--- src/rtl/serial_mouse_pkg.sv ---
// Shared types and constants for the Microsoft serial mouse transmitter.
// Holds the FSM state enum, ident/sync constants, frame geometry, clamp helper.
package serial_mouse_pkg;

    typedef enum logic [2:0] {
        ST_OFF,
        ST_IDGAP,
        ST_IDENT,
        ST_IDLE,
        ST_PKT0,
        ST_PKT1,
        ST_PKT2
    } state_t;

    localparam logic [6:0] MS_IDENT   = 7'h4D;
    localparam logic       MS_SYNC    = 1'b1;
    localparam int         START_BITS = 1;
    localparam int         DATA_BITS  = 7;

    // Saturate a 10-bit signed sum to the 8-bit two's complement range.
    function automatic logic [7:0] sat8(input logic signed [9:0] v);
        if (v > 10'sd127)
            return 8'h7F;
        else if (v < -10'sd128)
            return 8'h80;
        else
            return v[7:0];
    endfunction

endpackage

--- src/rtl/serial_tx_7bit.sv ---
// 7-bit async serial transmitter: start bit, 7 data bits LSB first, stop bits.
// Ports: clk, reset, load/data (start a frame), abort (force idle, tx=1),
//        tx (line), done (last cycle of last stop bit), busy (frame in flight).
module serial_tx_7bit
    import serial_mouse_pkg::*;
#(
    parameter int BIT_CYCLES = 23864,
    parameter int STOP_BITS  = 1
) (
    input  logic       clk,
    input  logic       reset,
    input  logic       load,
    input  logic [6:0] data,
    input  logic       abort,
    output logic       tx,
    output logic       done,
    output logic       busy
);

    localparam int FRAME_BITS = START_BITS + DATA_BITS + STOP_BITS;
    localparam int CW = $clog2(BIT_CYCLES);
    localparam int BW = $clog2(FRAME_BITS);
    localparam logic [CW-1:0] CNT_TOP = CW'(BIT_CYCLES - 1);
    localparam logic [BW-1:0] BIT_TOP = BW'(FRAME_BITS - 1);

    logic [FRAME_BITS-1:0] shreg;
    logic [CW-1:0]         cnt;
    logic [BW-1:0]         bits_left;
    logic                  active;
    logic                  bit_end;

    assign bit_end = (cnt == '0);
    // done lands in the final stop-bit cycle so a load there chains with no gap.
    assign done = active & bit_end & (bits_left == '0) & ~abort;
    assign tx   = (active & ~abort) ? shreg[0] : 1'b1;
    assign busy = active;

    always_ff @(posedge clk) begin
        if (reset || abort) begin
            active    <= 1'b0;
            shreg     <= '1;
            cnt       <= '0;
            bits_left <= '0;
        end else if (load) begin
            active    <= 1'b1;
            shreg     <= {{STOP_BITS{1'b1}}, data, 1'b0};
            cnt       <= CNT_TOP;
            bits_left <= BIT_TOP;
        end else if (active) begin
            if (bit_end) begin
                if (bits_left == '0) begin
                    active <= 1'b0;
                end else begin
                    shreg     <= {1'b1, shreg[FRAME_BITS-1:1]};
                    bits_left <= bits_left - 1'b1;
                    cnt       <= CNT_TOP;
                end
            end else begin
                cnt <= cnt - 1'b1;
            end
        end
    end

endmodule

--- src/rtl/serial_mouse_tx.sv ---
// Microsoft-protocol serial mouse: accumulates motion, sends 3-byte packets.
// Ports: clk, reset, ev_strobe/ev_dx/ev_dy/ev_btn (events), rts_n (power),
//        tx (serial line, idle 1), busy (ident or packet byte in flight).
module serial_mouse_tx
    import serial_mouse_pkg::*;
#(
    parameter int BIT_CYCLES = 23864,
    parameter int STOP_BITS  = 1
) (
    input  logic       clk,
    input  logic       reset,
    input  logic       ev_strobe,
    input  logic [7:0] ev_dx,
    input  logic [7:0] ev_dy,
    input  logic [1:0] ev_btn,
    input  logic       rts_n,
    output logic       tx,
    output logic       busy
);

    localparam int GW = $clog2(BIT_CYCLES);
    localparam logic [GW-1:0] GAP_TOP = GW'(BIT_CYCLES - 1);

    state_t            state, state_nx;
    logic              rts_q;
    logic              fall;
    logic [GW-1:0]     gap_cnt;
    logic [7:0]        acc_x, acc_y, px, py;
    logic [1:0]        btn, btn_sent;
    logic              ld, ab, done;
    logic [6:0]        ld_data;
    logic              latch, accept, pending;
    logic [7:0]        base_x, base_y;
    logic signed [9:0] sum_x, sum_y;

    assign fall    = rts_q & ~rts_n;
    assign pending = (acc_x != '0) | (acc_y != '0) | (btn != btn_sent);
    assign accept  = ev_strobe & ~rts_n &
                     (state == ST_IDLE || state == ST_PKT0 ||
                      state == ST_PKT1 || state == ST_PKT2);

    // In the latch cycle the accumulators restart from zero.
    assign base_x = latch ? 8'h00 : acc_x;
    assign base_y = latch ? 8'h00 : acc_y;
    assign sum_x  = $signed({{2{base_x[7]}}, base_x}) +
                    $signed({{2{ev_dx[7]}}, ev_dx});
    assign sum_y  = $signed({{2{base_y[7]}}, base_y}) +
                    $signed({{2{ev_dy[7]}}, ev_dy});

    always_comb begin
        state_nx = state;
        ld       = 1'b0;
        ld_data  = MS_IDENT;
        latch    = 1'b0;
        ab       = rts_n | fall;
        if (rts_n) begin
            state_nx = ST_OFF;
        end else if (fall) begin
            state_nx = ST_IDGAP;
        end else begin
            unique case (state)
                ST_OFF: ;
                ST_IDGAP:
                    if (gap_cnt == GAP_TOP) begin
                        ld       = 1'b1;
                        state_nx = ST_IDENT;
                    end
                ST_IDENT:
                    if (done) state_nx = ST_IDLE;
                ST_IDLE:
                    if (pending) begin
                        latch    = 1'b1;
                        ld       = 1'b1;
                        ld_data  = {MS_SYNC, btn, acc_y[7:6], acc_x[7:6]};
                        state_nx = ST_PKT0;
                    end
                ST_PKT0:
                    if (done) begin
                        ld       = 1'b1;
                        ld_data  = {1'b0, px[5:0]};
                        state_nx = ST_PKT1;
                    end
                ST_PKT1:
                    if (done) begin
                        ld       = 1'b1;
                        ld_data  = {1'b0, py[5:0]};
                        state_nx = ST_PKT2;
                    end
                ST_PKT2:
                    if (done) state_nx = ST_IDLE;
                default: state_nx = ST_OFF;
            endcase
        end
    end

    always_ff @(posedge clk) begin
        if (reset) begin
            state    <= ST_OFF;
            rts_q    <= 1'b1;
            gap_cnt  <= '0;
            acc_x    <= '0;
            acc_y    <= '0;
            px       <= '0;
            py       <= '0;
            btn      <= '0;
            btn_sent <= '0;
        end else begin
            state   <= state_nx;
            rts_q   <= rts_n;
            gap_cnt <= (state == ST_IDGAP && state_nx == ST_IDGAP) ?
                       gap_cnt + 1'b1 : '0;
            if (state == ST_OFF) begin
                acc_x    <= '0;
                acc_y    <= '0;
                btn      <= '0;
                btn_sent <= '0;
            end else begin
                if (latch) begin
                    px       <= acc_x;
                    py       <= acc_y;
                    btn_sent <= btn;
                end
                if (accept) begin
                    acc_x <= sat8(sum_x);
                    acc_y <= sat8(sum_y);
                    btn   <= ev_btn;
                end else if (latch) begin
                    acc_x <= '0;
                    acc_y <= '0;
                end
            end
        end
    end

    serial_tx_7bit #(
        .BIT_CYCLES (BIT_CYCLES),
        .STOP_BITS  (STOP_BITS)
    ) u_tx (
        .clk   (clk),
        .reset (reset),
        .load  (ld),
        .data  (ld_data),
        .abort (ab),
        .tx    (tx),
        .done  (done),
        .busy  (busy)
    );

endmodule

--- config.mk ---
export PLATFORM = sky130hd
export DESIGN_NAME = serial_mouse_tx
export DESIGN_NICKNAME = d
export VERILOG_FILES = /design/src/rtl/serial_mouse_pkg.sv /design/src/rtl/serial_tx_7bit.sv /design/src/rtl/serial_mouse_tx.sv
export SDC_FILE = /design/constraint.sdc
export NUM_CORES = 1
export LEC_CHECK = 0
export CAP_MARGIN = 30
export CORE_AREA = 2 2 99 101
export DETAILED_ROUTE_END_ITERATION = 10
export DIE_AREA = 0 0 101 103
export PLACE_DENSITY = 0.72
export SYNTH_ARGS = -nofsm -noshare
export SYNTH_HDL_FRONTEND = slang
export SYNTH_SLANG_ARGS = --single-unit
--- constraint.sdc ---
create_clock -name clk -period 4.3 [get_ports clk]
set_input_delay 0.86 -clock clk [delete_from_list [all_inputs] [get_ports clk]]
set_output_delay 0.86 -clock clk [all_outputs]
set_load 0.05 [all_outputs]
Word-level counts from Yosys, hierarchy flattened
Cells that the tools add are included.
- flip-flop bits (word level): 79
- bits of input ports: 22
- output and inout bits: 2
- $add $sub $neg: 5
- $lt $le $gt $ge: 4
- eq/ne operators: 12
- multiplexer cells: 48
- bitwise gates (word level): 15
- reductions and logical operators: 22
- operator list (operator ; number):
    $mux 8 ; 12
    $mux 15 ; 4
    $mux 7 ; 4
    $mux 3 ; 7
    $pmux 7 s3 ; 1
    $add 8x8->9 ; 2
    $gt 9x8->1 const B ; 2
    $lt 9x8->1 const B ; 2
    $pmux 3 s6 ; 1
    $mux 4 ; 4
    $reduce_bool 8->1 ; 2
    $add 15x1->15 const B ; 1
    $eq 15x15->1 const B ; 1
    $logic_not 15->1 ; 1
    $sub 15x1->15 const B ; 1
    $mux 1 ; 13
    $reduce_or 2->1 ; 5
    $eq 3x3->1 const B ; 3
    $and 1x1->1 ; 7
    $eq 3x1->1 const B ; 2
    $eq 3x2->1 const B ; 2
    $mux 6 ; 1
    $reduce_and 2->1 ; 3
    $reduce_and 3->1 ; 2
    other kinds (12) ; 23

Logic depth before layout (Yosys ltp)
- word-level depth: 13
- mapped depth: 15
- gate-level depth less buffers: 12

Cells and area by module
Synthesis repeated with hierarchy kept, for this count alone.
- cell total of the unflattened synthesis: 539
- area total of the unflattened synthesis: 4685.7 um^2
- modules (own cells, without submodules) (module ; times used ; cells an instance ; area each (um^2) ; seq. area each (um^2)):
    serial_mouse_tx ; 1 ; 377 ; 3219.3 ; 1021.0
    serial_tx_7bit ; 1 ; 162 ; 1466.4 ; 560.5

Worst setup path after synthesis
OpenSTA, ideal clock, no wires.
- path kind: input port to flip-flop
- start: in rts_n
- end: reg acc_y[0]
- library setup time: 138 ps
- data arrival time: 3636 ps
- data required time: 4162 ps
- setup slack: 527 ps
- cell stages on the path: 13
- cells stage by stage: nor2_2 > o211ai_1 > buf_2 > clkbuf_1 > and2_1 > ha_1 > fa_1 > a21o_1 > a21oi_1 > o2111a_1 > nor2_1 > o21ai_0 > o21ai_0
- cells in the longest elaborated chain, start to end: 10
- elaborated cells on any way between the ends: 13
- ends and longest elaborated chain (item ; RTL line ; RTL):
    from (decl) ; serial_mouse_tx.sv:16 ; input logic rts_n,
    $not 1->1 ; serial_mouse_tx.sv:36, serial_mouse_tx.sv:38 ;
    $and 1x1->1 ; serial_mouse_tx.sv:36 ; assign fall = rts_q & ~rts_n;
    $mux 1 ; serial_mouse_tx.sv:58 ; end else if (fall) begin
    $mux 1 ; serial_mouse_tx.sv:56 ; if (rts_n) begin
    $mux 8 ; - ;
    $add 8x8->9 ; serial_mouse_tx.sv:47 ; assign sum_y = $signed({{2{base_y[7]}}, base_y}) +
    $lt 9x8->1 ; serial_mouse_pkg.sv:24 ; else if (v < -10'sd128)
    $mux 8 ; serial_mouse_pkg.sv:24 ;
    $mux 8 ; serial_mouse_pkg.sv:22 ; if (v > 10'sd127)
    $mux 8 (*) ; serial_mouse_tx.sv:123 ; if (accept) begin
    to (signal assigned) ; serial_mouse_tx.sv:125 ; acc_y <= sat8(sum_y);
    to (decl) ; serial_mouse_tx.sv:28 ; logic [7:0] acc_x, acc_y, px, py;
Every way passes the cells marked *; elsewhere a longest branch is shown, timed or not.
A chain may end at the register's enable or synchronous reset.

Final worst setup path
- start: in rts_n
- end: out tx
- cells in the longest elaborated chain, start to end: 6
- ends and longest elaborated chain (item ; RTL line ; RTL):
    $not 1->1 ; serial_mouse_tx.sv:36 ;
    $and 1x1->1 ; serial_mouse_tx.sv:36 ;
    $or 1x1->1 (*) ; serial_mouse_tx.sv:55 ; ab = rts_n | fall;
    $not 1->1 (*) ; serial_tx_7bit.sv:35 ; assign tx = (active & ~abort) ? shreg[0] : 1'b1;
    $and 1x1->1 (*) ; serial_tx_7bit.sv:35 ;
    $mux 1 (*) ; serial_tx_7bit.sv:35 ;
    to (decl) ; serial_mouse_tx.sv:17 ; output logic tx,
Marks and branches as above.

==> metrics.yaml <==
power_switching_uw: 316.0
ctsHoldBuffers: 0
required_time_at_the_worst_slack_endpoint_ns: 3.44
setup.worst_path.end_class: "output port"
synth_most_common_cell: "sky130_fd_sc_hd__dfxtp_1"
synth_edf_count: 0
power.share.combinational_pct: 5.2
final.hold.worst_slack_ns: 0.4461
reg2reg_slack_ns: 0.69
synthesis.area_um2: 4653
worstHoldStart: "gap_cnt[0]"
report.final.setup_viol: 0
postCtsResizedCells: 0
global_route_total_usage_across_every_layer_pct: 20.44
synth_top_area_cell: "sky130_fd_sc_hd__dfxtp_1"
multiInputGateArea_um2: 2885
vias_per_cell: 5.834
die_y_um: 103
critical_path.slowest_cell: "sky130_fd_sc_hd__clkdlybuf4s50_1"
cts_setup_buffers: 0
synth-warning-count: 0
timing.slew.headroom_pct: 43.25
drtIter0Drc: 209
clock_skew_ns: 0.008550
yosys-top-cells-area: "sky130_fd_sc_hd__dfxtp_1, sky130_fd_sc_hd__ha_1, sky130_fd_sc_hd__nor2_1"
initial_antenna_violation_count: 0
h-tree-depth: 3
crit_family: "buffers and inverters"
power.ir.vdd_worst_uv: 247.0
hpwlAfterDp_mm: 7.468
cts.sink_count: 79
routed_length_per_placed_instance_um: 14.84
netSwitchingFraction_pct: 19.82
holdPathEnd: "gap_cnt[0]"
drt-total-wl_mm: 10.21
worst_pin_slew_ns: 0.8512
cp_slowest_stage_delay_ns: 0.71
placedCellCount: 672
cts_tree: "built"
min_period_over_period_pct: 87.00
die_w_um: 101
timing_hold_violations_final: 0
final_cell_count_no_fill: 688
crit-reg2reg-launch: "acc_y[0]"
area_growth_from_synthesis_to_final_layout_pct: 12.85
sequential_cell_area_um2: 1582
pin_count_of_the_biggest_net_entering_global_routing: 21
layout.cell_area.non_filler_um2: 5251
io-pin-count: 24
timing.critical_path.buf_inv: 3
drv_slew: 0
rsz0062_at_grt: "false"
core_area_um2: 9459
path_common_cell: "sky130_fd_sc_hd__clkdlybuf4s50_1"
path_class: "in2out"
synth.ff_latch_count: 79
grt_pass1_wl_mm: 17.17
regToRegEndpoint: "acc_y[2]"
numPortBuffers: 23
placed_instance_area_um2: 4960
globalRoute.totalOverflow: 0
async_flop_share_pct: 0
drt_pass1_iterations: 4
synth.cells.most_frequent: "sky130_fd_sc_hd__dfxtp_1, sky130_fd_sc_hd__nor2_1, sky130_fd_sc_hd__nand2_1"
clkTransAtPathRegs_ns: 0.08
yosys.area.top_type_share_pct: 33.99
internal-power_mw: 1.279
hold-path-cell-count: 1
synthesis.instances: 552
via_count_of_the_first_global_routing_pass: 3719
power-per-cell-area_nw_per_um2: 303.7
weighted_congestion_at_the_end_of_routability_driven_global_placement: 0.9181
groute.layer.met3.usage_pct: 4.068
critPathArrivalTime_ns: 2.88
route.vias.total: 4014
post_synth_num_cell_types: 79
clock_root_buffer: "sky130_fd_sc_hd__clkbuf_8"
total_leakage_power_nw: 2.016
max_cap_viol_count: 0
mean_cell_area_of_the_mapped_netlist_um2: 8.430
floorplan.initialDensity_pct: 49.19
reg2regPathDepth: 14
finalSetupTns_ns: 0
grt_most_used_layer: "met2"
drc: 0
run_status: "finished, final reports clean"
path_max_fanout: 9
postRouteAntennaNets: 0
cts_buf_count: 9
hold_path_class: "reg2reg"
share_clk_of_total_power_pct: 48.8
setup_slack_ns: 0.5591
synth_ff_type: "sky130_fd_sc_hd__dfxtp_1"
floorplan.rows: 36
groute.layer.met1.usage_pct: 26.92
worstPathCellList: "clkdlybuf4s50_1, nor2_2, buf_4, nand2_1, or2_2, clkdlybuf4s50_1"
power.share.sequential_pct: 46.0
achievable_clock_frequency_mhz: 267.3
crit_start: "rts_n"
worstSetupStartpointType: "primary input"
yosysSeqAreaShare_pct: 33.99
floorplan.die_area_um2: 10400
clock_path_buffers: 2
post_synthesis_net_count: 596
antenna_cells_inserted: 0
layout-drive-gt1-share_pct: 7.666
fin_crit_ns: 3.741
fillCellCount: 865
dp_worst_setup_slack_ns: 0.2394
clkLatencyLatePin_ns: 0.35
nNetsFinal: 613
globalRouteMet2Util_pct: 33.54
-- cells by family after synthesis --
| group | share of synthesized area (%) |
|---|---|
| simple gates | 24.09 |
| compound gates | 19.49 |
| flops | 33.99 |
| buf+inv | 4.006 |
| xor+xnor | 6.776 |
| fa+ha+maj | 7.529 |
| mux | 4.114 |
-- cells in the final DEF (no fill, tap or decap), drive strengths merged, types with 5 or more instances in the layout --
cell           instances
a211oi                10
a21o                   5
a21oi                 33
a31oi                  7
and2                  20
and3                   6
buf                   10
bufinv                 5
clkbuf                 9
clkdlybuf4s50         23
dfxtp                 79
ha                    20
inv                   13
maj3                   6
mux2i                 18
nand2                 44
nand2b                 7
nand3                 16
nand4                  6
nor2                  67
nor2b                  6
nor3                   8
nor4                  12
o21a                   5
o21ai                 29
or3                    7
xnor2                 18
xor2                  18
-- area by class of cell --
class	instances	share of cell area [%]
Sequential cell	79	30.12
Multi-Input combinational cell	434	54.94
Clock buffer	9	2.359
Timing Repair Buffer	33	5.814
Clock inverter	7	3.193
Tap cell	114	2.716
Inverter	12	0.8578
-- flip-flops by register name, summed over array words and instances (netlist names), 3 cells and up --
register        cells
acc_y               8
py                  6
u_tx.bits_left      4
u_tx.shreg          8
state               3
px                  6
acc_x               8
gap_cnt            15
u_tx.cnt           15
-- worst max path at each step --
stage	slack (ns)	to	depth (start not counted)
global placement	0.29	acc_y[5]	14
finish	0.56	tx	6
CTS	0.56	tx	6
detailed placement	0.24	acc_y[2]	14
floorplan	0.53	acc_y[0]	13
global route	0.32	acc_x[7]	12
-- stage by stage --
step | total power [mW] | utilization [%]
floorplan | 0.7989 | -
global placement | 0.8326 | 52.43
detailed placement | 0.8332 | 52.43
CTS | 1.606 | 55.52
global route | 1.649 | 55.52
finish | 1.595 | 55.52
-- metal layers --
| layer | vias up | routed length (µm) |
|---|---|---|
| met3 | 19 | 346 |
| met1 | 1883 | 4847 |
| met4 | 0 | 201 |
| met5 | - | 0 |
| li1 | 2033 | - |
| met2 | 79 | 4816 |
-- power groups by stage --
stage	combinational [mW]	sequential (mW)	clock (mW)
detailed placement	0.0830	0.750	0
global route	0.0931	0.733	0.823
global placement	0.0824	0.750	0
CTS	0.0834	0.733	0.790
finish	0.0836	0.733	0.778
floorplan	0.0489	0.750	0
Power figures use the tool's default switching activity.
